$ cat src/rtl/lsu_pipe_if.sv
`default_nettype none
// ============================================================================
// Module   : lsu_pipe_if
// Brief    : Memory bus bundle between the load/store unit and external memory.
// Revision : 1.0
// ============================================================================
interface lsu_pipe_if #(
    parameter int XLEN = 64,
    parameter int AW   = 64
);
    logic                bus_req_o;
    logic                bus_we_o;
    logic [AW-1:0]       bus_addr_o;
    logic [XLEN-1:0]     bus_wdata_o;
    logic [XLEN/8-1:0]   bus_wmask_o;
    logic                bus_gnt_i;
    logic                bus_rvalid_i;
    logic [XLEN-1:0]     bus_rdata_i;

    modport master (
        output bus_req_o, bus_we_o, bus_addr_o, bus_wdata_o, bus_wmask_o,
        input  bus_gnt_i, bus_rvalid_i, bus_rdata_i
    );

    modport slave (
        input  bus_req_o, bus_we_o, bus_addr_o, bus_wdata_o, bus_wmask_o,
        output bus_gnt_i, bus_rvalid_i, bus_rdata_i
    );
endinterface
`default_nettype wire

$ cat src/rtl/lsu_pipe.sv
`default_nettype none
// ============================================================================
// Module   : lsu_pipe
// Brief    : Multi-cycle load/store unit with lane masking, load extension,
//            misalignment detection and bus timeout.
// Revision : 1.0
// ============================================================================
module lsu_pipe #(
    parameter int XLEN    = 64,
    parameter int AW      = 64,
    parameter int TIMEOUT = 255
) (
    input  wire logic              clk,
    input  wire logic              rst,
    input  wire logic              req_valid_i,
    input  wire logic              req_wen_i,
    input  wire logic [1:0]        req_size_i,
    input  wire logic              req_unsigned_i,
    input  wire logic [AW-1:0]     req_addr_i,
    input  wire logic [XLEN-1:0]   req_wdata_i,
    input  wire logic [4:0]        rd_waddr_i,
    input  wire logic              flush_i,
    output logic                   stall_o,
    output logic                   resp_valid_o,
    output logic [XLEN-1:0]        rd_wdata_o,
    output logic [4:0]             rd_waddr_o,
    output logic                   reg_wen_o,
    output logic                   misalign_o,
    output logic                   err_o,
    lsu_pipe_if.master             bus
);

    localparam int c_NB = XLEN / 8;
    localparam int c_OW = $clog2(c_NB);
    localparam int c_CW = (TIMEOUT < 2) ? 1 : $clog2(TIMEOUT + 1);
    localparam logic [c_CW-1:0] c_TO_LAST = c_CW'((TIMEOUT > 0) ? TIMEOUT - 1 : 0);

    typedef enum logic [1:0] {
        S_IDLE = 2'd0,
        S_REQ  = 2'd1,
        S_WAIT = 2'd2
    } state_t;

    state_t              r_state;
    state_t              w_next;
    logic [c_CW-1:0]     r_cnt;
    logic [AW-1:0]       r_addr;
    logic [XLEN-1:0]     r_wdata;
    logic [c_NB-1:0]     r_mask;
    logic                r_wen;
    logic [1:0]          r_size;
    logic                r_uns;
    logic [c_OW-1:0]     r_off;
    logic [4:0]          r_rd;
    logic                r_kill;

    logic [c_OW-1:0]     w_off;
    logic                w_misal;
    logic                w_accept;
    logic                w_mis_pulse;
    logic [7:0]          w_lanes;
    logic [c_NB-1:0]     w_mask;
    logic                w_done;
    logic                w_timeout;
    logic                w_to_hit;
    logic                w_resp;
    logic [XLEN-1:0]     w_rsh;
    logic [63:0]         w_rsh64;
    logic [63:0]         w_ext;
    logic                w_sbit;

    assign w_off = req_addr_i[c_OW-1:0];

    always_comb begin
        w_misal = 1'b0;
        w_lanes = 8'h01;
        case (req_size_i)
            2'd0: begin w_misal = 1'b0;                          w_lanes = 8'h01; end
            2'd1: begin w_misal = w_off[0];                      w_lanes = 8'h03; end
            2'd2: begin w_misal = |w_off[1:0];                   w_lanes = 8'h0F; end
            default: begin w_misal = (|w_off) || (XLEN == 32);   w_lanes = 8'hFF; end
        endcase
    end

    assign w_mask      = w_lanes[c_NB-1:0] << w_off;
    // Reset gating keeps stall_o low while rst is held, even with an op waiting.
    assign w_accept    = !rst && (r_state == S_IDLE) && req_valid_i && !w_misal && !flush_i;
    assign w_mis_pulse = (r_state == S_IDLE) && req_valid_i && w_misal && !flush_i;
    assign w_to_hit    = (TIMEOUT != 0) && (r_cnt == c_TO_LAST);

    always_comb begin
        w_next    = r_state;
        w_done    = 1'b0;
        w_timeout = 1'b0;
        case (r_state)
            S_IDLE: begin
                if (w_accept) w_next = S_REQ;
            end
            S_REQ: begin
                if (bus.bus_gnt_i) begin
                    if (bus.bus_rvalid_i) begin
                        w_done = 1'b1;
                        w_next = S_IDLE;
                    end else begin
                        w_next = S_WAIT;
                    end
                end else if (flush_i) begin
                    w_next = S_IDLE;
                end else if (w_to_hit) begin
                    w_timeout = 1'b1;
                    w_next    = S_IDLE;
                end
            end
            S_WAIT: begin
                if (bus.bus_rvalid_i) begin
                    w_done = 1'b1;
                    w_next = S_IDLE;
                end else if (w_to_hit) begin
                    w_timeout = 1'b1;
                    w_next    = S_IDLE;
                end
            end
            default: w_next = S_IDLE;
        endcase
    end

    // A flush arriving in the completion cycle still suppresses the response.
    assign w_resp  = w_done && !(r_kill || flush_i);
    assign stall_o = w_accept || ((r_state != S_IDLE) && !w_done && !w_timeout);

    assign w_rsh   = bus.bus_rdata_i >> {r_off, 3'b000};
    assign w_rsh64 = 64'(w_rsh);

    always_comb begin
        w_sbit = 1'b0;
        w_ext  = w_rsh64;
        case (r_size)
            2'd0: begin w_sbit = !r_uns && w_rsh64[7];  w_ext = {{56{w_sbit}}, w_rsh64[7:0]};  end
            2'd1: begin w_sbit = !r_uns && w_rsh64[15]; w_ext = {{48{w_sbit}}, w_rsh64[15:0]}; end
            2'd2: begin w_sbit = !r_uns && w_rsh64[31]; w_ext = {{32{w_sbit}}, w_rsh64[31:0]}; end
            default: begin w_sbit = 1'b0;               w_ext = w_rsh64;                       end
        endcase
    end

    always_ff @(posedge clk or posedge rst) begin
        if (rst) begin
            r_state <= S_IDLE;
            r_cnt   <= '0;
            r_kill  <= 1'b0;
        end else begin
            r_state <= w_next;
            if (r_state != w_next)      r_cnt <= '0;
            else if (r_state != S_IDLE) r_cnt <= r_cnt + 1'b1;
            if ((r_state != S_IDLE) && (w_next != S_IDLE)) r_kill <= r_kill || flush_i;
            else                                           r_kill <= 1'b0;
        end
    end

    always_ff @(posedge clk or posedge rst) begin
        if (rst) begin
            r_addr  <= '0;
            r_wdata <= '0;
            r_mask  <= '0;
            r_wen   <= 1'b0;
            r_size  <= 2'd0;
            r_uns   <= 1'b0;
            r_off   <= '0;
            r_rd    <= 5'd0;
        end else if (w_accept) begin
            r_addr  <= {req_addr_i[AW-1:c_OW], {c_OW{1'b0}}};
            r_wdata <= req_wdata_i << {w_off, 3'b000};
            r_mask  <= req_wen_i ? w_mask : {c_NB{1'b1}};
            r_wen   <= req_wen_i;
            r_size  <= req_size_i;
            r_uns   <= req_unsigned_i;
            r_off   <= w_off;
            r_rd    <= rd_waddr_i;
        end
    end

    always_ff @(posedge clk or posedge rst) begin
        if (rst) begin
            resp_valid_o <= 1'b0;
            reg_wen_o    <= 1'b0;
            rd_waddr_o   <= 5'd0;
            rd_wdata_o   <= '0;
            misalign_o   <= 1'b0;
            err_o        <= 1'b0;
        end else begin
            resp_valid_o <= w_resp;
            reg_wen_o    <= w_resp && !r_wen;
            rd_waddr_o   <= w_resp ? r_rd : 5'd0;
            rd_wdata_o   <= (w_resp && !r_wen) ? w_ext[XLEN-1:0] : '0;
            misalign_o   <= w_mis_pulse;
            err_o        <= w_timeout;
        end
    end

    assign bus.bus_req_o   = (r_state == S_REQ);
    assign bus.bus_we_o    = (r_state == S_REQ) && r_wen;
    assign bus.bus_addr_o  = r_addr;
    assign bus.bus_wdata_o = r_wdata;
    assign bus.bus_wmask_o = r_mask;

endmodule
`default_nettype wire

$ cat src/flat_wrapper.sv
// flat-port wrapper written by rule: the top's interface ports become plain ports
module lsu_pipe_flat 
#(
    parameter int XLEN    = 64,
    parameter int AW      = 64,
    parameter int TIMEOUT = 255
)
  (clk, rst, req_valid_i, req_wen_i, req_size_i, req_unsigned_i, req_addr_i, req_wdata_i, rd_waddr_i, flush_i, stall_o, resp_valid_o, rd_wdata_o, rd_waddr_o, reg_wen_o, misalign_o, err_o, bus_bus_req_o, bus_bus_we_o, bus_bus_addr_o, bus_bus_wdata_o, bus_bus_wmask_o, bus_bus_gnt_i, bus_bus_rvalid_i, bus_bus_rdata_i);
  lsu_pipe_if #(.XLEN(XLEN), .AW(AW)) bus_i ();
  input  wire logic clk;
  input  wire logic rst;
  input  wire logic req_valid_i;
  input  wire logic req_wen_i;
  input  wire logic [1:0] req_size_i;
  input  wire logic req_unsigned_i;
  input  wire logic [AW-1:0] req_addr_i;
  input  wire logic [XLEN-1:0] req_wdata_i;
  input  wire logic [4:0] rd_waddr_i;
  input  wire logic flush_i;
  output logic stall_o;
  output logic resp_valid_o;
  output logic [XLEN-1:0] rd_wdata_o;
  output logic [4:0] rd_waddr_o;
  output logic reg_wen_o;
  output logic misalign_o;
  output logic err_o;
  output wire logic [$bits(bus_i.bus_req_o)-1:0] bus_bus_req_o;
  output wire logic [$bits(bus_i.bus_we_o)-1:0] bus_bus_we_o;
  output wire logic [$bits(bus_i.bus_addr_o)-1:0] bus_bus_addr_o;
  output wire logic [$bits(bus_i.bus_wdata_o)-1:0] bus_bus_wdata_o;
  output wire logic [$bits(bus_i.bus_wmask_o)-1:0] bus_bus_wmask_o;
  input wire logic [$bits(bus_i.bus_gnt_i)-1:0] bus_bus_gnt_i;
  input wire logic [$bits(bus_i.bus_rvalid_i)-1:0] bus_bus_rvalid_i;
  input wire logic [$bits(bus_i.bus_rdata_i)-1:0] bus_bus_rdata_i;
  assign bus_bus_req_o = bus_i.bus_req_o;
  assign bus_bus_we_o = bus_i.bus_we_o;
  assign bus_bus_addr_o = bus_i.bus_addr_o;
  assign bus_bus_wdata_o = bus_i.bus_wdata_o;
  assign bus_bus_wmask_o = bus_i.bus_wmask_o;
  assign bus_i.bus_gnt_i = bus_bus_gnt_i;
  assign bus_i.bus_rvalid_i = bus_bus_rvalid_i;
  assign bus_i.bus_rdata_i = bus_bus_rdata_i;
  lsu_pipe #(.XLEN(XLEN), .AW(AW), .TIMEOUT(TIMEOUT)) u_core (.clk(clk), .rst(rst), .req_valid_i(req_valid_i), .req_wen_i(req_wen_i), .req_size_i(req_size_i), .req_unsigned_i(req_unsigned_i), .req_addr_i(req_addr_i), .req_wdata_i(req_wdata_i), .rd_waddr_i(rd_waddr_i), .flush_i(flush_i), .stall_o(stall_o), .resp_valid_o(resp_valid_o), .rd_wdata_o(rd_wdata_o), .rd_waddr_o(rd_waddr_o), .reg_wen_o(reg_wen_o), .misalign_o(misalign_o), .err_o(err_o), .bus(bus_i));
endmodule
$ cat config.mk
export PLATFORM = sky130hd
export DESIGN_NAME = lsu_pipe_flat
export DESIGN_NICKNAME = d
export VERILOG_FILES = /design/src/rtl/lsu_pipe_if.sv /design/src/rtl/lsu_pipe.sv /design/src/flat_wrapper.sv
export SDC_FILE = /design/constraint.sdc
export NUM_CORES = 1
export LEC_CHECK = 0
export ABC_AREA = 1
export CORE_AREA = 2 2 159 317
export DETAILED_ROUTE_END_ITERATION = 8
export DIE_AREA = 0 0 161 319
export SLEW_MARGIN = 20
export SYNTH_ARGS = -nofsm -noshare
export SYNTH_HDL_FRONTEND = slang
export SYNTH_SLANG_ARGS = --single-unit
export TNS_END_PERCENT = 5
$ cat constraint.sdc
create_clock -name clk -period 12.4 [get_ports clk]
set_input_delay 1.86 -clock clk [delete_from_list [all_inputs] [get_ports clk]]
set_output_delay 1.86 -clock clk [all_outputs]
set_load 0.05 [all_outputs]
==> out/qor.csv <==
stage,metric,value,unit
status,status,completed,
floorplan,Initial Utilization,24.8,%
floorplan,Die H,319,um
critical_path,CP arrival,4.94,ns
final_layout,"commonest non-fill, non-tap cell in the layout",nand2_1,
global_routing,GRT Util Overall,17.7,%
critical_path,critical path type,in -> out,
global_routing,number of global-route vias before repair,11800,
floorplan,core area,48900,sq um
hold_path,Hold Crit Class,reg -> reg,
global_routing,pin count of the biggest net entering global routing,92,
critical_path,Worst Path Required,10.54,ns
synthesis,Synth Cell Area,12100,sq um
power_and_ir_drop,VDD IR max,0.129,mV
critical_path,Worst setup EP type,output port,
drt,WL met3,4960,um
clock_network,"CTS clk-pin slew, worst paths",0.06,ns
drt,wl on met1,19000,um
power_and_ir_drop,P_leak,0.00821,uW
clock_network,CTS Root Cell,clkbuf_16,
timing,setup TNS,0,ns
final_layout,most frequent cells in the layout,"nand2_1 (598), clkdlybuf4s50_1 (413), dfrtp_1 (227)",
floorplan,Rows,115,
critical_path,Crit path largest cell delay,0.84,ns
global_routing,first-pass GRT wire length,70600,um
clock_network,# clock sinks,229,
drt,vias,12100,
clock_network,CTS buffer count,25,
drt,Vias/cell,4.69,
timing,final period utilization,54.9,%
final_layout,Layout Area Growth over Synthesis,43.9,%
clock_network,later-pin clock latency in the skew report,0.56,ns
drt,Pre-antenna DRT Iters,5,
timing,Slew HR,34.2,%
critical_path,startpoint types,input pin,
timing,Worst Max-Slew Pin Slew,0.988,ns
clock_network,Post-CTS Hold Buffers,0,
final_layout,layout cell share with drive strength beyond 1,6.33,%
job,max-cap viol count,0,
drt,DR top layer,met5,
synthesis,Synth Warn #,0,
final_layout,Fillers,4996,
synthesis,"Distinct cells, synth",44,
drt,WL/cell,18.4,um
critical_path,crit path max fanout,49,
timing,final hold vios,0,
final_layout,Layout Cells excl Fill,2574,
critical_path,CP Cell Sequence,clkdlybuf4s50_1 > buf_4 > nor2_2 > nand2_1 > nand2_1 > nand3_4 > o21ai_0 > clkdlybuf4s50_1,
clock_network,CTS tree,done,
place,IO buf count,415,
drt,DR iter-0 viols,780,
clock_network,Post-CTS Setup Inserts,0,
drt,# DRC,0,
timing,Max Slew Vio Count,0,
synthesis,Mapped Cells,1564,
global_routing,initial antenna violation count,6,
floorplan,IO Count,419,
synthesis,register bit total from synthesis,229,
power_and_ir_drop,Pwr Density,223,nW/um^2
synthesis,sequential cell area fraction in the yosys report,47.3,%
drt,met2 wire len,21900,um
clock_network,Max H-tree Level,1,
timing,RSZ-0062 raised after global routing,no,
place,Inst Count DP,2526,
timing,Period minus WS final,6.80,ns
clock_network,post-CTS sizing,0,
critical_path,Crit-path slowest cell,clkdlybuf4s50_1,
global_routing,GRT Residual Overflow,0,
floorplan,die area,51400,sq um
drt,final wirelength,47400,um
floorplan,width of the chip,161,um
timing,final setup vio count,0,
drt,DRT antenna net count,0,
place,placer congestion estimate,0.917,
clock_network,clock tree buffer depth,3,
place,Final HPWL DP,34600,um
final_layout,nets,2123,
synthesis,syn_area_per_cell,7.75,sq um
timing,fmax,0.147,GHz
timing,Clock Skew,0.0141,ns
-- synthesized netlist by cell type, drive strengths merged --
master | instances | area [sq um]
nand2 | 603 | 2280
dfrtp | 229 | 5730
o21ai | 139 | 699
inv | 97 | 367
nor2 | 92 | 425
buf | 82 | 483
a21oi | 67 | 335
nand3 | 62 | 353
o211ai | 34 | 255
o31ai | 34 | 255
clkbuf | 30 | 113
mux2i | 26 | 260
o221ai | 12 | 105
or2 | 10 | 62.6
a2bb2oi | 8 | 70.1
nor3 | 7 | 40.0
ha | 6 | 75.1
o311ai | 6 | 52.6
xor2 | 5 | 43.8
a31oi | 3 | 18.8
o21bai | 3 | 33.8
xnor2 | 2 | 17.5
a211oi | 1 | 7.51
a21o | 1 | 7.51
a22oi | 1 | 7.51
clkinv | 1 | 3.75
conb | 1 | 3.75
nand3b | 1 | 7.51
o22ai | 1 | 6.26
-- per-stage QoR --
step | hold WS [ns] | utilization, % | setup slack [ns] | power [uW] | cell area (sq um)
2_1_floorplan | 0.429 | - | 4.26 | 2440 | 12100
3_3_place_gp | 0.462 | 33.9 | 5.62 | 3130 | 16600
3_5_place_dp | 0.464 | 33.9 | 5.58 | 3140 | 16600
4_1_cts | 0.478 | 35.6 | 5.56 | 3930 | 17400
5_1_grt | 0.508 | 35.6 | 5.34 | 4120 | 17400
6_report | 0.472 | 35.6 | 5.60 | 3890 | 17400
-- worst paths after layout --
check / startpoint / endpoint / slack, ns / cells past startpoint
worst max-delay path: req_addr_i[1] / stall_o / 5.60 / 8
worst min-delay path: u_core.r_kill / u_core.resp_valid_o / 0.47 / 1
worst max register to register: u_core.r_state[1] / u_core.r_size[0] / 8.77 / 9
worst min register to register: u_core.r_kill / u_core.resp_valid_o / 0.47 / 1
max in group asynchronous: rst / u_core.r_off[1] / 9.24 / 3
min in group asynchronous: rst / u_core.bus.bus_wdata_o[58] / 1.86 / 2
-- per-layer routing --
metal	global-route usage (%)	up-vias
met2	29.1	617
li1	-	5771
met1	21.7	5580
met4	6.13	8
met3	5.77	85
met5	0	-
-- registers in the layout (all words and copies together), names as in the netlist --
register and flops:
u_core.r_cnt 8, u_core.reg_wen_o 1, u_core.err_o 1, u_core.resp_valid_o 1, u_core.r_kill 1, u_core.misalign_o 1
u_core.rd_waddr_o 5, u_core.r_off 3, u_core.r_uns 1, u_core.r_size 2, u_core.rd_wdata_o 64, u_core.bus.bus_wmask_o 8
u_core.r_rd 5, u_core.bus.bus_wdata_o 64, u_core.r_wen 1, u_core.r_state 2, u_core.bus.bus_addr_o 61
-- final cells by class --
| type | count | area (sq um) | area share [%] |
|---|---|---|---|
| Multi-Input combinational cell | 1127 | 5440 | 31.2 |
| Clock buffer | 35 | 703 | 4.03 |
| Inverter | 98 | 379 | 2.17 |
| Clock inverter | 10 | 121 | 0.696 |
| Tap cell | 643 | 805 | 4.61 |
| Antenna cell | 3 | 7.51 | 0.0430 |
| Timing Repair Buffer | 429 | 4250 | 24.4 |
| Sequential cell | 229 | 5730 | 32.9 |
-- cells by family (layout without fill, tap and decap cells) --
group	count (synthesis)	count (layout)	share of synthesized area, %
compound gates	310	310	15.3
xor+xnor	7	7	0.506
fa+ha+maj	6	6	0.619
buf+inv	210	572	7.97
flops	229	229	47.3
mux	26	26	2.15
other cells	1	6	0.0309
simple gates	775	775	26.1
-- worst max-delay path, delay by kind of cell --
family	cells	cell delay [ns]
and+or+nand+nor	4	1.26
buffers and inverters	3	1.52
AOI/OAI and AO/OA	1	0.28
-- power by group --
part	leakage [uW]	total [uW]	switching [uW]	internal, uW
registers	0.00301	1090	137	952
logic	0.00480	2040	1400	633
clock network	0.000402	769	329	440
total	0.00821	3890	1870	2020
No activity file was read; power rests on OpenSTA's default activity.
